<file path="config.mk">
export PLATFORM = sky130hd
export DESIGN_NAME = alu_operand_collector
export DESIGN_NICKNAME = d
export VERILOG_FILES = /design/src/rtl/alu_operand_collector.sv
export SDC_FILE = /design/constraint.sdc
export NUM_CORES = 1
export LEC_CHECK = 0
export BUFFER_PORTS_ARGS = -buffer_cell sky130_fd_sc_hd__buf_2
export CAP_MARGIN = 20
export CORE_MARGIN = 2
export CORE_UTILIZATION = 46
export CTS_CLUSTER_DIAMETER = 200
export DETAILED_ROUTE_END_ITERATION = 10
export GPL_ROUTABILITY_DRIVEN = 0
export PLACE_DENSITY = 0.73
export SETUP_SLACK_MARGIN = 0.02
export SLEW_MARGIN = 30
export SYNTH_ARGS = -nofsm -noshare
export SYNTH_HDL_FRONTEND = slang
export SYNTH_SLANG_ARGS = --single-unit
</file>
<file path="constraint.sdc">
create_clock -name clk -period 1.6 [get_ports clk]
set_clock_uncertainty 0.05 [all_clocks]
set_input_delay 0.24 -clock clk [delete_from_list [all_inputs] [get_ports clk]]
set_output_delay 0.24 -clock clk [all_outputs]
set_load 0.01 [all_outputs]
</file>
<file path="src/rtl/alu_operand_collector.sv">
// Operand collector in front of the warp ALU. It fetches up to three source operands
// serially through a one-port register file and hands the bundle over with valid/ready.
package warp_pkg;
    localparam int DATA_WIDTH = 32;

    typedef enum logic [2:0] {
        OP_ADD  = 3'd0,
        OP_MUL  = 3'd1,
        OP_MAX  = 3'd2,
        OP_RELU = 3'd3,
        OP_FMA  = 3'd4
    } alu_opcode_e;
endpackage

module alu_operand_collector #(
    parameter int DATA_WIDTH = warp_pkg::DATA_WIDTH,
    parameter int REG_ADDR_W = 5
) (
    input  logic                   clk,
    input  logic                   rst_n,
    input  logic                   in_valid,
    output logic                   in_ready,
    input  warp_pkg::alu_opcode_e  in_opcode,
    input  logic [REG_ADDR_W-1:0]  in_rs1,
    input  logic [REG_ADDR_W-1:0]  in_rs2,
    input  logic [REG_ADDR_W-1:0]  in_rs3,
    input  logic [REG_ADDR_W-1:0]  in_rd,
    output logic                   rf_rd_en,
    output logic [REG_ADDR_W-1:0]  rf_rd_addr,
    input  logic [DATA_WIDTH-1:0]  rf_rd_data,
    output logic                   out_valid,
    input  logic                   out_ready,
    output warp_pkg::alu_opcode_e  out_opcode,
    output logic [DATA_WIDTH-1:0]  out_op1,
    output logic [DATA_WIDTH-1:0]  out_op2,
    output logic [DATA_WIDTH-1:0]  out_op3,
    output logic [REG_ADDR_W-1:0]  out_rd,
    output logic                   busy
);
    // state | meaning
    // IDLE  | no instruction held, ready for a new one
    // FETCH | register reads in flight, operands being captured
    // ISSUE | bundle complete, out_valid high until the ALU takes it
    typedef enum logic [1:0] {IDLE, FETCH, ISSUE} state_e;

    state_e                 state, state_nxt;
    logic                   accept;
    logic                   last_cap;
    logic [1:0]             in_n;
    logic [1:0]             n_q;
    logic [1:0]             rd_idx;
    logic [1:0]             cap_idx;
    logic                   cap_en;
    logic [REG_ADDR_W-1:0]  rs2_q, rs3_q;

    function automatic logic [1:0] op_count(input warp_pkg::alu_opcode_e op);
        case (op)
            warp_pkg::OP_RELU:                                    return 2'd1;
            warp_pkg::OP_ADD, warp_pkg::OP_MUL, warp_pkg::OP_MAX: return 2'd2;
            warp_pkg::OP_FMA:                                     return 2'd3;
            default:                                              return 2'd0;
        endcase
    endfunction

    assign in_n     = op_count(in_opcode);
    assign accept   = in_valid && in_ready;
    assign last_cap = (state == FETCH) && cap_en && (cap_idx == n_q - 2'd1);

    always_ff @(posedge clk or negedge rst_n) begin
        if (!rst_n) state <= IDLE;
        else        state <= state_nxt;
    end

    always_comb begin
        state_nxt = state;
        case (state)
            IDLE:  if (accept) state_nxt = (in_n == 2'd0) ? ISSUE : FETCH;
            FETCH: if (last_cap) state_nxt = ISSUE;
            ISSUE: begin
                if (out_ready) begin
                    if (accept) state_nxt = (in_n == 2'd0) ? ISSUE : FETCH;
                    else        state_nxt = IDLE;
                end
            end
            default: state_nxt = IDLE;
        endcase
    end

    always_comb begin
        in_ready = (state == IDLE) || ((state == ISSUE) && out_ready);
        busy     = (state != IDLE);
    end

    // The first read is launched straight from the acceptance edge, so rs1 is never stored.
    always_ff @(posedge clk or negedge rst_n) begin
        if (!rst_n) begin
            rf_rd_en   <= 1'b0;
            rf_rd_addr <= '0;
            out_valid  <= 1'b0;
            out_opcode <= warp_pkg::OP_ADD;
            out_op1    <= '0;
            out_op2    <= '0;
            out_op3    <= '0;
            out_rd     <= '0;
            n_q        <= '0;
            rd_idx     <= '0;
            cap_idx    <= '0;
            cap_en     <= 1'b0;
            rs2_q      <= '0;
            rs3_q      <= '0;
        end else begin
            cap_en <= rf_rd_en;
            if (accept) begin
                out_opcode <= in_opcode;
                out_rd     <= in_rd;
                out_op1    <= '0;
                out_op2    <= '0;
                out_op3    <= '0;
                n_q        <= in_n;
                rs2_q      <= in_rs2;
                rs3_q      <= in_rs3;
                cap_idx    <= '0;
                rd_idx     <= 2'd1;
                if (in_n != 2'd0) begin
                    rf_rd_en   <= 1'b1;
                    rf_rd_addr <= in_rs1;
                    out_valid  <= 1'b0;
                end else begin
                    rf_rd_en   <= 1'b0;
                    rf_rd_addr <= '0;
                    out_valid  <= 1'b1;
                end
            end else begin
                if ((state == FETCH) && (rd_idx < n_q)) begin
                    rf_rd_en   <= 1'b1;
                    rf_rd_addr <= (rd_idx == 2'd1) ? rs2_q : rs3_q;
                    rd_idx     <= rd_idx + 2'd1;
                end else begin
                    rf_rd_en   <= 1'b0;
                    rf_rd_addr <= '0;
                end
                if ((state == FETCH) && cap_en) begin
                    case (cap_idx)
                        2'd0:    out_op1 <= rf_rd_data;
                        2'd1:    out_op2 <= rf_rd_data;
                        default: out_op3 <= rf_rd_data;
                    endcase
                    cap_idx <= cap_idx + 2'd1;
                    if (last_cap) out_valid <= 1'b1;
                end
                if ((state == ISSUE) && out_ready) out_valid <= 1'b0;
            end
        end
    end
endmodule

</file>
==> flow_summary.yaml <==
outcome:
  outcome: "complete, but fails checks"
  violations: "negative setup slack"
synthesis:
  yosysWarnings: 0
  syn_inst: 541
  ys_ff_latch: 130
  synthesis.nets: 604
  syn_area_per_cell_um2: 10.02
  ys_seq_area_frac: 0.6003
  syn_area_um2: 5419
  synth.distinct_cells: 30
hold_path:
  min_path_cells: 2
  min_from: "in_rs2[2]"
  min_path_type: "in2reg"
power:
  p_int_uw: 10020
  power_switching_share: 0.3492
  ir_worst_vdd_uv: 1171
  comb_power_share: 0.416
  p_switching_uw: 5378
  p_leak_uw: 0.003988
  seqPwrFrac: 0.325
  power_density_nw_per_um2: 1846
  clkPwrFrac: 0.259
detailed_routing:
  wirelength_um: 17250
  avgRoutedWirePerCell_um: 18.81
  drt-pass1-iter-count: 5
  first_iter_violations: 405
  vias_per_cell: 5.507
  ant_nets: 0
  drc_errors: 0
  route.vias.total: 5050
placed_design:
  dp_hpwl_um: 9522
  dp_slack_ns: -0.04548
  port_buffers: 171
clocking:
  htree_levels: 4
  clockBufferDepth: 2
  clock_sinks: 130
  cts_tree: "built"
  cts_buffers: 17
  cts-root-buf: "clkbuf_16"
  path_clk_slew_ns: 0.06
  clk_latency_ns: 0.42
setup_path:
  crit_path_start_kind: "register"
  r2r-start: "state[1]"
  crit_path_max_fanout: 4
  worstPathArrival_ns: 1.41
  critPathRequiredTime_ns: 1.31
  ff2ff_path_depth: 5
  worst_setup_path_end_kind: "output pin"
  critPathKind: "reg2out"
  r2r_setup_slack_ns: -0.08
  crit_start: "state[1]"
floorplan:
  fp.dieW_um: 112.5
  dieHeight_um: 112.5
  dieArea_um2: 12660
  initial_utilization: 0.4726
  core_area_um2: 11470
  num_rows: 39
  io_pins: 172
sta:
  fmax_ghz: 0.5885
  hold_viol_final: 0
  maxSlewViolCount: 0
  setup_tns_ns: -4.916
  fin_crit_ns: 1.699
  tightest_slew_ns: 0.4232
  slew-limit-headroom: 0.7162
  rsz0062_at_grt: "true"
  timing.final.ws_setup_ns: -0.09925
  setup_viol: 98
  fin_crit_sh: 1.062
flow_run:
  maxCapViolCount: 0
grt:
  antenna_found_initial: 0
  gr-total-overflow: 0
  grt_max_degree: 45
  grt_pass1_wl_um: 23690
  grt_pass1_vias: 4685
  track_usage: 0.2379
layout:
  n_antenna_cell: 0
  layout-drive-gt1-share: 0.4742
  fill_cells: 769
  nets: 824
  area_growth_pct: 53.94
sequential cells by signal, indices dropped and copies added, names as in the netlist:
| name | count |
|---|---|
| cap_en | 1 |
| rd_idx | 2 |
| out_op2 | 32 |
| rs3_q | 5 |
| rf_rd_addr | 5 |
| state | 2 |
| out_op1 | 32 |
| rf_rd_en | 1 |
| cap_idx | 2 |
| out_valid | 1 |
| out_op3 | 32 |
| out_opcode | 3 |
| n_q | 2 |
| rs2_q | 5 |
| out_rd | 5 |
worst max-delay path: stages (launching register included):
cell and delay, ns:
dfrtp_1 0.41, and2b_2 0.24, buf_6 0.13, nor2_4 0.11, buf_6 0.11
worst paths after layout:
kind,end
setup / recovery,in_ready
hold / removal,rs2_q[2]
setup reg to reg,rs3_q[1]
hold reg to reg,cap_en
max in group asynchronous,rf_rd_addr[4]
min in group asynchronous,out_op2[22]
through the flow:
step | area [um2] | hold WS, ns | instances | utilization | total power (uW)
global route | 8342 | 0.002520 | 917 | 0.7274 | 16090
detailed placement | 6479 | 0.1345 | 840 | 0.5650 | 9339
finish | 8342 | 0.01153 | 917 | 0.7274 | 15400
global placement | 6479 | 0.1328 | 840 | 0.5650 | 9128
floorplan | 5419 | -0.1056 | 541 | - | 7518
CTS | 7441 | 0.0002920 | 895 | 0.6489 | 13760
cell usage after synthesis:
| library cell | instances | area, um2 |
|---|---|---|
| o21ai_1 | 1 | 5.000 |
| buf_4 | 3 | 22.52 |
| buf_8 | 12 | 180.2 |
| o2bb2ai_1 | 5 | 43.79 |
| or2_2 | 2 | 12.51 |
| mux2_2 | 18 | 202.7 |
| xnor2_1 | 2 | 17.52 |
| nand2_1 | 198 | 743.2 |
| nor3b_2 | 1 | 12.51 |
| inv_1 | 4 | 15.01 |
| mux2i_1 | 7 | 70.07 |
| nor3_1 | 1 | 5.000 |
| and3b_1 | 1 | 8.760 |
| dfrtp_1 | 130 | 3253 |
| and2_0 | 1 | 6.260 |
| o211ai_1 | 1 | 7.510 |
| buf_1 | 1 | 3.750 |
| nand2b_1 | 4 | 25.02 |
| nor2_1 | 8 | 30.03 |
| or3_1 | 1 | 6.260 |
| buf_2 | 21 | 105.1 |
| o21ai_0 | 5 | 25.02 |
| nor2b_1 | 1 | 6.260 |
| ha_1 | 4 | 50.05 |
| a21oi_1 | 102 | 510.5 |
| a211oi_1 | 1 | 7.510 |
| and2b_1 | 1 | 7.510 |
| a211o_1 | 1 | 8.760 |
| and2_2 | 3 | 22.52 |
| nand3_1 | 1 | 5.000 |
final cells by class:
type / instances / area [um2] / area share
clock buffers: 19 / 452.9 / 0.05430
repair buffers: 238 / 1917 / 0.2298
multi-input cells: 370 / 2365 / 0.2835
flip-flops and latches: 130 / 3253 / 0.3900
inverters: 4 / 15.01 / 0.001800
well taps: 143 / 178.9 / 0.02145
clock inverters: 13 / 160.2 / 0.01920
placed cells by master (no fill, tap or decap), types with 2 or more instances in the layout:
| cell | synthesis | final |
|---|---|---|
| clkinvlp_4 | 0 | 2 |
| nand2_1 | 198 | 198 |
| buf_12 | 0 | 19 |
| inv_1 | 4 | 4 |
| bufinv_16 | 0 | 3 |
| buf_2 | 21 | 168 |
| a21oi_2 | 0 | 61 |
| dfrtp_1 | 130 | 130 |
| o21ai_0 | 5 | 5 |
| mux2_4 | 0 | 17 |
| clkinv_2 | 0 | 4 |
| clkbuf_8 | 0 | 2 |
| nor2_1 | 8 | 5 |
| buf_8 | 12 | 3 |
| a21oi_4 | 0 | 14 |
| ha_1 | 4 | 3 |
| buf_6 | 0 | 10 |
| buf_4 | 3 | 10 |
| mux2i_1 | 7 | 7 |
| o2bb2ai_2 | 0 | 5 |
| nor2_4 | 0 | 2 |
| a21oi_1 | 102 | 27 |
| nand2b_1 | 4 | 4 |
| xnor2_1 | 2 | 2 |
| and2_4 | 0 | 2 |
| clkbuf_16 | 0 | 28 |
| clkinv_4 | 0 | 4 |
| dlygate4sd3_1 | 0 | 16 |
| and2_2 | 3 | 2 |
power by group through the flow:
stage	logic [uW]	registers, uW	clock network [uW]
global route	6790	5130	4170
floorplan	2150	5360	0
global placement	4180	4950	0
CTS	4790	4970	4010
detailed placement	4330	5010	0
finish	6400	5000	4000
what timing repair did:
item | 4_1_cts | 5_1_grt
pin swaps | 2 | 6
buffers inserted | 6 | 8
hold buffers | 16 | 0
gates cloned | 1 | 15
resized for setup | 26 | 120
hold endpoints to repair | 37 | 0
setup endpoints to repair | 123 | 114
layer usage:
layer  routed length, um  vias up  track usage
li1                    -     2226            -
met1                6591     2534       0.2874
met2                9086      244       0.4120
met3                1109       46      0.05832
met4                 464        0      0.09187
met5                   0        -            0
logic make-up after synthesis:
| kind of cell | Yosys count | synth area share |
|---|---|---|
| AO/OA/AOI/OAI | 116 | 0.1122 |
| buffers and inverters | 41 | 0.06026 |
| AND/OR/NAND/NOR | 223 | 0.1644 |
| multiplexers | 25 | 0.05033 |
| XOR/XNOR | 2 | 0.003233 |
| adder cells (fa/ha/maj) | 4 | 0.009236 |
| flip-flops | 130 | 0.6003 |
Power figures use the tool's default switching activity.
